## src/rtl/lcd_pattern_sched_if.sv

```systemverilog
`default_nettype none
// ============================================================================
// Module      : lcd_pattern_sched_if
// Description : Coordinate, mode-request and pixel bundle between the LCD
//               driver side (master) and the pattern scheduler (slave).
// Revision    : 1.0  initial release
// ============================================================================
interface lcd_pattern_sched_if;
    logic [10:0] pixel_xpos;
    logic [10:0] pixel_ypos;
    logic        auto_en;
    logic [1:0]  mode_req;
    logic        mode_req_vld;
    logic        mode_req_ack;
    logic [1:0]  cur_mode;
    logic [15:0] frame_cnt;
    logic [15:0] pixel_data;

    modport master (
        output pixel_xpos, pixel_ypos, auto_en, mode_req, mode_req_vld,
        input  mode_req_ack, cur_mode, frame_cnt, pixel_data
    );

    modport slave (
        input  pixel_xpos, pixel_ypos, auto_en, mode_req, mode_req_vld,
        output mode_req_ack, cur_mode, frame_cnt, pixel_data
    );
endinterface
`default_nettype wire

```

## src/rtl/lcd_pattern_sched.sv

```systemverilog
`default_nettype none
// ============================================================================
// Module      : lcd_pattern_sched
// Description : RGB565 test-pattern scheduler/generator. Chooses one of four
//               patterns (bars, solid cycle, checker, grid) from a manual
//               request or an auto-rotate schedule; mode changes take effect
//               only on frame boundaries. Optional 1-px white border overlay
//               is enabled by defining PAT_BORDER_EN.
// Revision    : 1.0  initial release
// ============================================================================
`ifndef LCD_H_DISP
`define LCD_H_DISP 480
`endif
`ifndef LCD_V_DISP
`define LCD_V_DISP 272
`endif

module lcd_pattern_sched #(
    parameter int H_DISP       = `LCD_H_DISP,
    parameter int V_DISP       = `LCD_V_DISP,
    parameter int DWELL_FRAMES = 60,
    parameter int CELL_LOG2    = 5
) (
    input  wire logic          lcd_pclk,
    input  wire logic          rst_n,
    lcd_pattern_sched_if.slave bus
);

    localparam logic [15:0] c_white = 16'hFFFF;
    localparam logic [15:0] c_black = 16'h0000;
    localparam logic [15:0] c_red   = 16'hF800;
    localparam logic [15:0] c_green = 16'h07E0;
    localparam logic [15:0] c_blue  = 16'h001F;

    localparam logic [10:0] c_h_disp = 11'(H_DISP);
    localparam logic [10:0] c_v_disp = 11'(V_DISP);
    localparam logic [10:0] c_h_last = 11'(H_DISP - 1);
    localparam logic [10:0] c_v_last = 11'(V_DISP - 1);
    localparam logic [10:0] c_b1     = 11'(H_DISP / 5 * 1);
    localparam logic [10:0] c_b2     = 11'(H_DISP / 5 * 2);
    localparam logic [10:0] c_b3     = 11'(H_DISP / 5 * 3);
    localparam logic [10:0] c_b4     = 11'(H_DISP / 5 * 4);

    localparam int c_dwell_w = (DWELL_FRAMES > 1) ? $clog2(DWELL_FRAMES) : 1;
    localparam logic [c_dwell_w-1:0] c_dwell_last = c_dwell_w'(DWELL_FRAMES - 1);

    typedef enum logic [0:0] {
        ST_MANUAL = 1'b0,
        ST_AUTO   = 1'b1
    } state_t;

    state_t               state_q,        state_d;
    logic [1:0]           cur_mode_q,     cur_mode_d;
    logic [15:0]          frame_cnt_q,    frame_cnt_d;
    logic [15:0]          pixel_data_q,   pixel_data_d;
    logic                 mode_req_ack_q, mode_req_ack_d;
    logic                 frame_end_q,    frame_end_d;
    logic                 pend_q,         pend_d;
    logic [1:0]           pend_mode_q,    pend_mode_d;
    logic [1:0]           solid_idx_q,    solid_idx_d;
    logic [c_dwell_w-1:0] dwell_q,        dwell_d;

    logic [10:0] w_x;
    logic [10:0] w_y;
    logic        w_active;
    logic [15:0] w_pat;
    logic        w_apply;

    assign w_x      = bus.pixel_xpos;
    assign w_y      = bus.pixel_ypos;
    assign w_active = (w_x < c_h_disp) && (w_y < c_v_disp);

    // Pattern pixel for the current coordinate under the mode held this cycle
    always_comb begin
        w_pat = c_black;
        case (cur_mode_q)
            2'd0: begin
                if      (w_x < c_b1) w_pat = c_white;
                else if (w_x < c_b2) w_pat = c_black;
                else if (w_x < c_b3) w_pat = c_red;
                else if (w_x < c_b4) w_pat = c_green;
                else                 w_pat = c_blue;
            end
            2'd1: begin
                case (solid_idx_q)
                    2'd0:    w_pat = c_red;
                    2'd1:    w_pat = c_green;
                    2'd2:    w_pat = c_blue;
                    default: w_pat = c_white;
                endcase
            end
            2'd2: w_pat = (w_x[CELL_LOG2] ^ w_y[CELL_LOG2]) ? c_white : c_black;
            default: begin
                w_pat = ((w_x[CELL_LOG2-1:0] == '0) || (w_y[CELL_LOG2-1:0] == '0))
                        ? c_white : c_black;
            end
        endcase
        if (!w_active) begin
            w_pat = c_black;
        end
`ifdef PAT_BORDER_EN
        if (w_active && ((w_x == '0) || (w_x == c_h_last) ||
                         (w_y == '0) || (w_y == c_v_last))) begin
            w_pat = c_white;
        end
`endif
    end

    // Next-state: frame-end detection, scheduling FSM and request capture
    always_comb begin
        state_d        = state_q;
        cur_mode_d     = cur_mode_q;
        frame_cnt_d    = frame_cnt_q;
        pend_d         = pend_q;
        pend_mode_d    = pend_mode_q;
        solid_idx_d    = solid_idx_q;
        dwell_d        = dwell_q;
        mode_req_ack_d = 1'b0;
        w_apply        = 1'b0;
        pixel_data_d   = w_pat;
        frame_end_d    = (w_x == c_h_last) && (w_y == c_v_last);

        if (frame_end_q) begin
            frame_cnt_d = frame_cnt_q + 16'd1;
            solid_idx_d = solid_idx_q + 2'd1;
            // A pending manual request is always honoured at the boundary
            if (pend_q) begin
                cur_mode_d = pend_mode_q;
                w_apply    = 1'b1;
            end
            case (state_q)
                ST_MANUAL: begin
                    if (bus.auto_en) begin
                        state_d = ST_AUTO;
                        dwell_d = '0;
                    end
                end
                default: begin
                    if (!bus.auto_en) begin
                        state_d = ST_MANUAL;
                    end else if (pend_q) begin
                        dwell_d = '0;
                    end else if (dwell_q == c_dwell_last) begin
                        cur_mode_d = cur_mode_q + 2'd1;
                        dwell_d    = '0;
                    end else begin
                        dwell_d = dwell_q + 1'b1;
                    end
                end
            endcase
            mode_req_ack_d = w_apply;
        end

        if (w_apply) begin
            pend_d = 1'b0;
        end
        // A strobe in the frame-end cycle survives as pending for next frame
        if (bus.mode_req_vld) begin
            pend_d      = 1'b1;
            pend_mode_d = bus.mode_req;
        end
    end

    // State and registered outputs
    always_ff @(posedge lcd_pclk or negedge rst_n) begin
        if (!rst_n) begin
            state_q        <= ST_MANUAL;
            cur_mode_q     <= 2'd0;
            frame_cnt_q    <= 16'd0;
            pixel_data_q   <= 16'd0;
            mode_req_ack_q <= 1'b0;
            frame_end_q    <= 1'b0;
            pend_q         <= 1'b0;
            pend_mode_q    <= 2'd0;
            solid_idx_q    <= 2'd0;
            dwell_q        <= '0;
        end else begin
            state_q        <= state_d;
            cur_mode_q     <= cur_mode_d;
            frame_cnt_q    <= frame_cnt_d;
            pixel_data_q   <= pixel_data_d;
            mode_req_ack_q <= mode_req_ack_d;
            frame_end_q    <= frame_end_d;
            pend_q         <= pend_d;
            pend_mode_q    <= pend_mode_d;
            solid_idx_q    <= solid_idx_d;
            dwell_q        <= dwell_d;
        end
    end

    assign bus.pixel_data   = pixel_data_q;
    assign bus.cur_mode     = cur_mode_q;
    assign bus.frame_cnt    = frame_cnt_q;
    assign bus.mode_req_ack = mode_req_ack_q;

endmodule
`default_nettype wire

```

## src/flat_wrapper.sv

```systemverilog
// flat-port wrapper written by rule: the top's interface ports become plain ports
module lcd_pattern_sched_flat 
#(
    parameter int H_DISP       = `LCD_H_DISP,
    parameter int V_DISP       = `LCD_V_DISP,
    parameter int DWELL_FRAMES = 60,
    parameter int CELL_LOG2    = 5
)
  (lcd_pclk, rst_n, bus_pixel_xpos, bus_pixel_ypos, bus_auto_en, bus_mode_req, bus_mode_req_vld, bus_mode_req_ack, bus_cur_mode, bus_frame_cnt, bus_pixel_data);
  lcd_pattern_sched_if bus_i ();
  input  wire logic lcd_pclk;
  input  wire logic rst_n;
  input wire logic [$bits(bus_i.pixel_xpos)-1:0] bus_pixel_xpos;
  input wire logic [$bits(bus_i.pixel_ypos)-1:0] bus_pixel_ypos;
  input wire logic [$bits(bus_i.auto_en)-1:0] bus_auto_en;
  input wire logic [$bits(bus_i.mode_req)-1:0] bus_mode_req;
  input wire logic [$bits(bus_i.mode_req_vld)-1:0] bus_mode_req_vld;
  output wire logic [$bits(bus_i.mode_req_ack)-1:0] bus_mode_req_ack;
  output wire logic [$bits(bus_i.cur_mode)-1:0] bus_cur_mode;
  output wire logic [$bits(bus_i.frame_cnt)-1:0] bus_frame_cnt;
  output wire logic [$bits(bus_i.pixel_data)-1:0] bus_pixel_data;
  assign bus_i.pixel_xpos = bus_pixel_xpos;
  assign bus_i.pixel_ypos = bus_pixel_ypos;
  assign bus_i.auto_en = bus_auto_en;
  assign bus_i.mode_req = bus_mode_req;
  assign bus_i.mode_req_vld = bus_mode_req_vld;
  assign bus_mode_req_ack = bus_i.mode_req_ack;
  assign bus_cur_mode = bus_i.cur_mode;
  assign bus_frame_cnt = bus_i.frame_cnt;
  assign bus_pixel_data = bus_i.pixel_data;
  lcd_pattern_sched #(.H_DISP(H_DISP), .V_DISP(V_DISP), .DWELL_FRAMES(DWELL_FRAMES), .CELL_LOG2(CELL_LOG2)) u_core (.lcd_pclk(lcd_pclk), .rst_n(rst_n), .bus(bus_i));
endmodule
```

## config.mk

```make
export PLATFORM = sky130hd
export DESIGN_NAME = lcd_pattern_sched_flat
export DESIGN_NICKNAME = d
export VERILOG_FILES = /design/src/rtl/lcd_pattern_sched_if.sv /design/src/rtl/lcd_pattern_sched.sv /design/src/flat_wrapper.sv
export SDC_FILE = /design/constraint.sdc
export NUM_CORES = 1
export LEC_CHECK = 0
export CAP_MARGIN = 20
export CORE_AREA = 5 5 87 65
export DETAILED_ROUTE_END_ITERATION = 10
export DIE_AREA = 0 0 92 70
export PLACE_DENSITY_LB_ADDON = 0.15
export SLEW_MARGIN = 20
export SYNTH_ARGS = -nofsm -noshare
export SYNTH_HDL_FRONTEND = slang
export SYNTH_SLANG_ARGS = --single-unit
```

## constraint.sdc

```tcl
create_clock -name lcd_pclk -period 1.4 [get_ports lcd_pclk]
set_input_delay 0.35 -clock lcd_pclk [delete_from_list [all_inputs] [get_ports lcd_pclk]]
set_output_delay 0.35 -clock lcd_pclk [all_outputs]
set_load 0.02 [all_outputs]
```

==> reports/results.ini, run 1 <==
[clock_network]
cts_sinks = 35
ctsHoldBuffers = 0
insertion_delay_ns = 0.28
clkTransAtPathRegs_ns = 0.07
cts_tree = done
cts_buffers = 5
cts_max_level = 2
root_buffer = clkbuf_8
clk_path_buf_depth = 2

[min_path]
hold_class = input port to async pin

[critical_path]
worstSetupStartpoint = u_core.frame_end_q
ff2ff_path_depth = 6
crit_path_end_kind = register
crit_type = register to register
cp.required_ns = 1.61
crit_end = u_core.bus.frame_cnt[12]
startpoint_type = register
cp.arrival_ns = 1.61
critPathMaxFanout = 4
rr_startpoint = u_core.frame_end_q
reg2reg_slack_ns = -0.002
r2r-end = u_core.bus.frame_cnt[12]

[die]
die_h_um = 70
core_um2 = 4680
start_util = 0.399
ios = 63
rows = 21
dieArea_um2 = 6440
dieWidth_um = 92

[timing]
finalCriticalPeriod_ns = 1.40
worst_clock_skew_ns = 0.0101
fin_crit_sh = 1.00
fin_setup_tns_ns = -0.00305
worstMarginPinSlew_ns = 0.341
timing.final.ws_setup_ns = -0.00170
max_freq_ghz = 0.713
setup_violations = 2
slew_viol_final = 0
slew_headroom = 0.770
hold_viol_final = 0
rsz0062_at_grt = yes

[power]
powerDensity_nw_per_um2 = 696
ir_drop_mv = 0.652
p_leak_nw = 1.43

[synth]
post_synth.cell_area_avg_um2 = 10.4
syn_nets = 216
yosysSeqAreaShare = 0.469
yosysTopAreaCellShare = 0.469
synth_area_leaders = dfrtp_1, ha_1, buf_4, xnor2_1, xor2_1
synth_seq_cells = 35
yosys_warnings = 0
synthCells = 179
synth_top_cell_by_area = dfrtp_1
ys_types = 39
syn_area_um2 = 1870

[finish]
drive_gt1_frac = 0.366
ff_latch_area_um2 = 887
nets = 310
fillers = 388
syn_to_final_growth_pct = 57.6
mostFrequentLayoutCells = buf_4, dfrtp_1, nand2_1
final_core_util = 0.629
multiInputGateArea_um2 = 961
diodes = 0
final_common_cell = buf_4

[outcome]
outcome = finished, violations left
violations = setup timing

[place]
post-dp-hpwl_mm = 3.49
place_congestion = 0.777
io_buffers = 62

[route]
via_per_inst = 4.77
drtIter0Drc = 49
antenna_left = 0
drt_first_pass_iters = 4
drc = 0
wl_per_cell_um = 13.7
vias = 1574
wl_mm = 4.53

[global_routing]
antenna_found_initial = 0
track_usage = 0.146
grt_pass1_vias = 1603
grt_overflow = 0
grt_max_degree = 36
grt_pass1_wl_mm = 7.53

[job]
maxCapViolCount = 0

-- cells in the mapped netlist --
| cell | instances |
|---|---|
| inv_1 | 9 |
| o21ai_0 | 6 |
| o211ai_1 | 1 |
| clkbuf_1 | 1 |
| xor2_1 | 10 |
| ha_1 | 9 |
| o21ai_1 | 1 |
| a211oi_1 | 1 |
| and4b_1 | 1 |
| and3_1 | 4 |
| mux2_2 | 3 |
| xnor2_1 | 11 |
| or3b_1 | 1 |
| a311o_1 | 1 |
| nand3_1 | 2 |
| o22ai_1 | 1 |
| nor3_4 | 1 |
| nor2_1 | 10 |
| or2_1 | 1 |
| nor3_1 | 1 |
| nand4_1 | 11 |
| nand2b_1 | 2 |
| o2111ai_1 | 1 |
| o311ai_0 | 1 |
| mux2i_1 | 2 |
| a21o_1 | 2 |
| nand4_4 | 1 |
| nor4_1 | 2 |
| or4_1 | 2 |
| a31oi_1 | 4 |
| nor2b_1 | 2 |
| nand2_1 | 20 |
| a21oi_1 | 2 |
| dfrtp_1 | 35 |
| and2_1 | 1 |
| buf_6 | 1 |
| nand4b_1 | 1 |
| nor3_2 | 1 |
| buf_4 | 13 |
-- worst max-delay path, cell delays in order (launching register included) --
cell     delay (ns)
dfrtp_1        0.36
buf_4          0.13
buf_6          0.10
nand4_1        0.13
or2_4          0.31
nor3_2         0.13
xor2_1         0.17
-- cells by family after synthesis --
family | Yosys count | synth area share
and+or+nand+nor | 64 | 0.194
DFF | 35 | 0.469
buffers and inverters | 24 | 0.0784
AOI/OAI and AO/OA | 21 | 0.0717
xor gates and xnor gates | 21 | 0.0985
adders and majority gates | 9 | 0.0603
muxes | 5 | 0.0288
-- through the flow --
step | instances | total power [mW] | worst slack [ns] | instance area (um2) | hold WS [ns]
after global routing | 330 | 2.13 | -0.0880 | 2940 | 0.447
after detailed placement | 315 | 1.21 | -0.454 | 2730 | 0.462
final | 330 | 2.05 | -0.00170 | 2940 | 0.438
after global placement | 315 | 1.21 | -0.429 | 2730 | 0.460
after CTS | 325 | 2.07 | -0.000907 | 2850 | 0.420
after floorplan | 179 | 1.07 | -0.0377 | 1890 | 0.0544
-- power by group --
group,switching (mW),internal (mW),total (mW)
Clock,0.336,0.522,0.858
Combinational,0.0700,0.100,0.170
Sequential,0.00368,1.02,1.02
Total,0.410,1.64,2.05
-- sequential cells by signal, summed over array words and instances (netlist names), 2 cells and up --
name / flops
u_core.bus.cur_mode: 2
u_core.pend_mode_q: 2
u_core.dwell_q: 6
u_core.solid_idx_q: 2
u_core.bus.pixel_data: 3
u_core.bus.frame_cnt: 16
-- routing by layer --
| layer | global-route usage | vias up | routed length (um) |
|---|---|---|---|
| met3 | 0.0418 | 4 | 228 |
| li1 | - | 798 | - |
| met2 | 0.231 | 35 | 2040 |
| met5 | 0 | - | 0 |
| met1 | 0.193 | 737 | 2220 |
| met4 | 0.0445 | 0 | 40 |
-- worst min-delay path by stage --
| stage | start | end | slack [ns] |
|---|---|---|---|
| 2_1_floorplan | rst_n | u_core.bus.cur_mode[0] | 0.05 |
| 3_3_place_gp | u_core.bus.frame_cnt[15] | u_core.bus.frame_cnt[15] | 0.46 |
| 3_5_place_dp | u_core.bus.frame_cnt[15] | u_core.bus.frame_cnt[15] | 0.46 |
| 4_1_cts | bus_pixel_ypos[2] | u_core.frame_end_q | 0.42 |
| 5_1_grt | bus_pixel_ypos[2] | u_core.frame_end_q | 0.45 |
| 6_report | rst_n | u_core.bus.frame_cnt[13] | 0.44 |
-- what timing repair did --
action | 4_1_cts | 5_1_grt
setup buffers | 3 | 5
endpoints found under the hold margin | 0 | 0
resized for setup | 76 | 48
setup endpoints to repair | 39 | 33
pin swaps | 10 | 16
-- cell type report --
type / instances / area share
tap: 57 / 0.0242
multi-input combinational: 120 / 0.326
timing repair buffer: 102 / 0.302
clock buffer: 6 / 0.0246
inverter: 9 / 0.0115
sequential: 35 / 0.301
clock inverter: 1 / 0.0102
(Power assumes the default switching activity.)
==> run 2, diff against run 1 <==
Settings changed: CAP_MARGIN 20 to 5, CTS_CLUSTER_SIZE set to 8.
==> results of run 2 <==
No change in the layout: final DEF, timing and power equal those of run 1.
==> run 3, diff against run 2 <==
Settings changed: CORE_AREA 5 5 87 65 to 3 3 85 63, DIE_AREA 0 0 92 70 to 0 0 88 66, SETUP_SLACK_MARGIN set to 0.1.
==> run 3 against run 2 <==
Effect of this change: largest cell class unchanged; routed wire length down 6.2%; sequential power about the same; critical path type unchanged; clock power decreased by 20%; critical path depth down 2; first-iteration DRC count is 16% higher; clock-buffer cell count up 1; global-route usage increased by 0.61 points; die area down 9.8%; the flow now finishes without violations; fmax is 4.6% higher.
==> reports/results.ini, run 3 (same netlist as run 1, synthesis figures left out) <==
[route]
drt-met1-wl_mm = 2.12  ; was 2.22 mm
wl_per_cell_um = 13.1  ; was 13.7 um
routed-wl-met2_mm = 1.82  ; was 2.04 mm
via_per_inst = 4.77  ; about the same
antenna_left = 0  ; unchanged
wl_mm = 4.25  ; was 4.53 mm
drt_first_pass_iters = 4  ; unchanged
wl_met3_um = 272  ; was 228 um
vias = 1545  ; was 1,574
routed.top_layer = met4  ; unchanged
drc = 0  ; unchanged
drtIter0Drc = 57  ; was 49

[finish]
layout.cells.non_filler = 324  ; was 330
mostFrequentLayoutCells = buf_2, buf_4, dfrtp_1  ; was buf_4, dfrtp_1, nand2_1
final_common_cell = buf_2  ; was buf_4
diodes = 0  ; unchanged
syn_to_final_growth_pct = 49.2  ; was 57.6%
nets = 303  ; was 310
largest_reg_flops = 16  ; unchanged
fin_area_um2 = 2790  ; was 2940 um2
drive_gt1_frac = 0.453  ; was 0.366

[place]
postPlaceCellArea_um2 = 2720  ; was 2730 um2
place_congestion = 0.753  ; was 0.777
dp.cells = 313  ; was 315
post-dp-hpwl_mm = 3.22  ; was 3.49 mm
io_buffers = 62  ; unchanged

[clock_network]
insertion_delay_ns = 0.28  ; about the same
clkTransAtPathRegs_ns = 0.07  ; about the same
cts_buffers = 5  ; unchanged
ctsHoldBuffers = 0  ; unchanged
cts_tree = done  ; unchanged
cts_max_level = 2  ; unchanged
root_buffer = clkbuf_8  ; unchanged
cts_sinks = 35  ; unchanged
clk_path_buf_depth = 2  ; unchanged

[job]
maxCapViolCount = 0  ; unchanged

[die]
dieWidth_um = 88  ; was 92 um
start_util = 0.402  ; was 0.399
rows = 21  ; unchanged
die_h_um = 66  ; was 70 um
ios = 63  ; unchanged
dieArea_um2 = 5810  ; was 6440 um2
core_um2 = 4650  ; was 4680 um2

[global_routing]
grt_overflow = 0  ; unchanged
grt_pass1_wl_mm = 6.79  ; was 7.53 mm
grt_pass1_vias = 1438  ; was 1,603
antenna_found_initial = 0  ; unchanged
grt_max_degree = 36  ; unchanged
track_usage = 0.152  ; was 0.146

[critical_path]
critPathMaxFanout = 3  ; was 4
crit_path_end_kind = register  ; unchanged
rr_startpoint = u_core.frame_end_q  ; unchanged
critPathSlowestCell = dfrtp_1  ; unchanged
ff2ff_path_depth = 4  ; was 6
cp.arrival_ns = 1.51  ; was 1.61 ns
startpoint_type = register  ; unchanged
path_cells = nand4_4, nor3_4, or3b_1, xnor2_1  ; was buf_4, buf_6, nand4_1, or2_4, nor3_2, xor2_1
cp.depth = 4  ; was 6
crit_buf_inv = 0  ; was 2
slowest_delay_ns = 0.42  ; was 0.36 ns
crit_family = simple AND/OR/NAND/NOR gates  ; unchanged
r2r-end = u_core.bus.frame_cnt[15]  ; was u_core.bus.frame_cnt[12]
reg2reg_slack_ns = 0.06  ; was -0.002 ns
crit_type = register to register  ; unchanged
worstSetupStartpoint = u_core.frame_end_q  ; unchanged
crit_end = u_core.bus.frame_cnt[15]  ; was u_core.bus.frame_cnt[12]
cp.required_ns = 1.57  ; was 1.61 ns

[timing]
slew_viol_final = 0  ; unchanged
rsz0062_at_grt = yes  ; unchanged
setup_violations = 0  ; was 2
worstMarginPinSlew_ns = 0.238  ; was 0.341 ns
max_freq_ghz = 0.746  ; was 0.713 GHz
fin_setup_tns_ns = 0  ; was -0.00305 ns
fin_crit_sh = 0.958  ; was 1.00
finalCriticalPeriod_ns = 1.34  ; was 1.40 ns
worst_clock_skew_ns = 0.00745  ; was 0.0101 ns
slew_headroom = 0.842  ; was 0.770
hold_ws_ns = 0.334  ; was 0.438 ns
hold_viol_final = 0  ; unchanged

[outcome]
outcome = finished, final reports clean  ; was finished, violations left

[power]
p_leak_nw = 1.42  ; was 1.43 nW
ir_drop_mv = 0.464  ; was 0.652 mV
finalPower_mw = 1.88  ; was 2.05 mW
powerDensity_nw_per_um2 = 674  ; was 696 nW/um2

[min_path]
hold_class = input port to register  ; was input port to async pin

==> run 3: changes by cell type in the layout (fill, tap and decap cells not counted), moves of 5 or more <==
cell / before / now
clkdlybuf4s15_1: 11 / 1
clkbuf_2: 12 / 2
buf_4: 37 / 32
buf_2: 0 / 34
clkdlybuf4s50_1: 15 / 9
dlygate4sd2_1: 11 / 5
clkdlybuf4s15_2: 9 / 3
==> run 3: worst min path at each step <==
stage | start | endpoint | slack, ns | depth (start not counted)
global placement | u_core.bus.frame_cnt[15] | u_core.bus.frame_cnt[15] | 0.46 | 1
global route | bus_pixel_xpos[2] | u_core.frame_end_q | 0.33 | 3
floorplan | rst_n | u_core.bus.cur_mode[0] | 0.05 | 0
finish | bus_pixel_xpos[2] | u_core.frame_end_q | 0.33 | 3
detailed placement | u_core.bus.frame_cnt[15] | u_core.bus.frame_cnt[15] | 0.46 | 1
CTS | bus_pixel_xpos[2] | u_core.frame_end_q | 0.33 | 3
==> run 3: area by class of cell <==
class                      instances  area [um2]
fill                             426        1860
multi-input combinational        120         997
sequential                        35         888
timing repair buffer              95         716
clock buffer                       7        76.3
tap                               57        71.3
inverter                           9        33.8
clock inverter                     1        5.00
==> run 3: through the flow <==
stage	worst slack, ns	util
floorplan	-0.0377	-
global placement	-0.438	0.584
detailed placement	-0.461	0.584
CTS	0.0355	0.586
global route	-0.0418	0.599
finish	0.0594	0.599
==> run 3: repair_timing <==
action,in CTS,in global routing
gates resized for setup,176,27
setup endpoints to repair,47,21
setup buffers,2,1
pin swaps,12,13
==> run 3: report_power, final <==
| group | total [mW] | internal (mW) | switching (mW) |
|---|---|---|---|
| sequential | 1.02 | 1.02 | 0.00385 |
| combinational | 0.171 | 0.0947 | 0.0760 |
| clock | 0.688 | 0.349 | 0.339 |
==> run 3: worst min-delay path, stage by stage <==
cell and delay (ns):
buf_2 0.10, nand4_1 0.07, nor3_2 0.05
==> run 3: routing by layer <==
metal,vias up,GRT usage
li1,784,-
met1,712,0.219
met2,45,0.226
met3,4,0.0386
met4,0,0.0402
met5,-,0
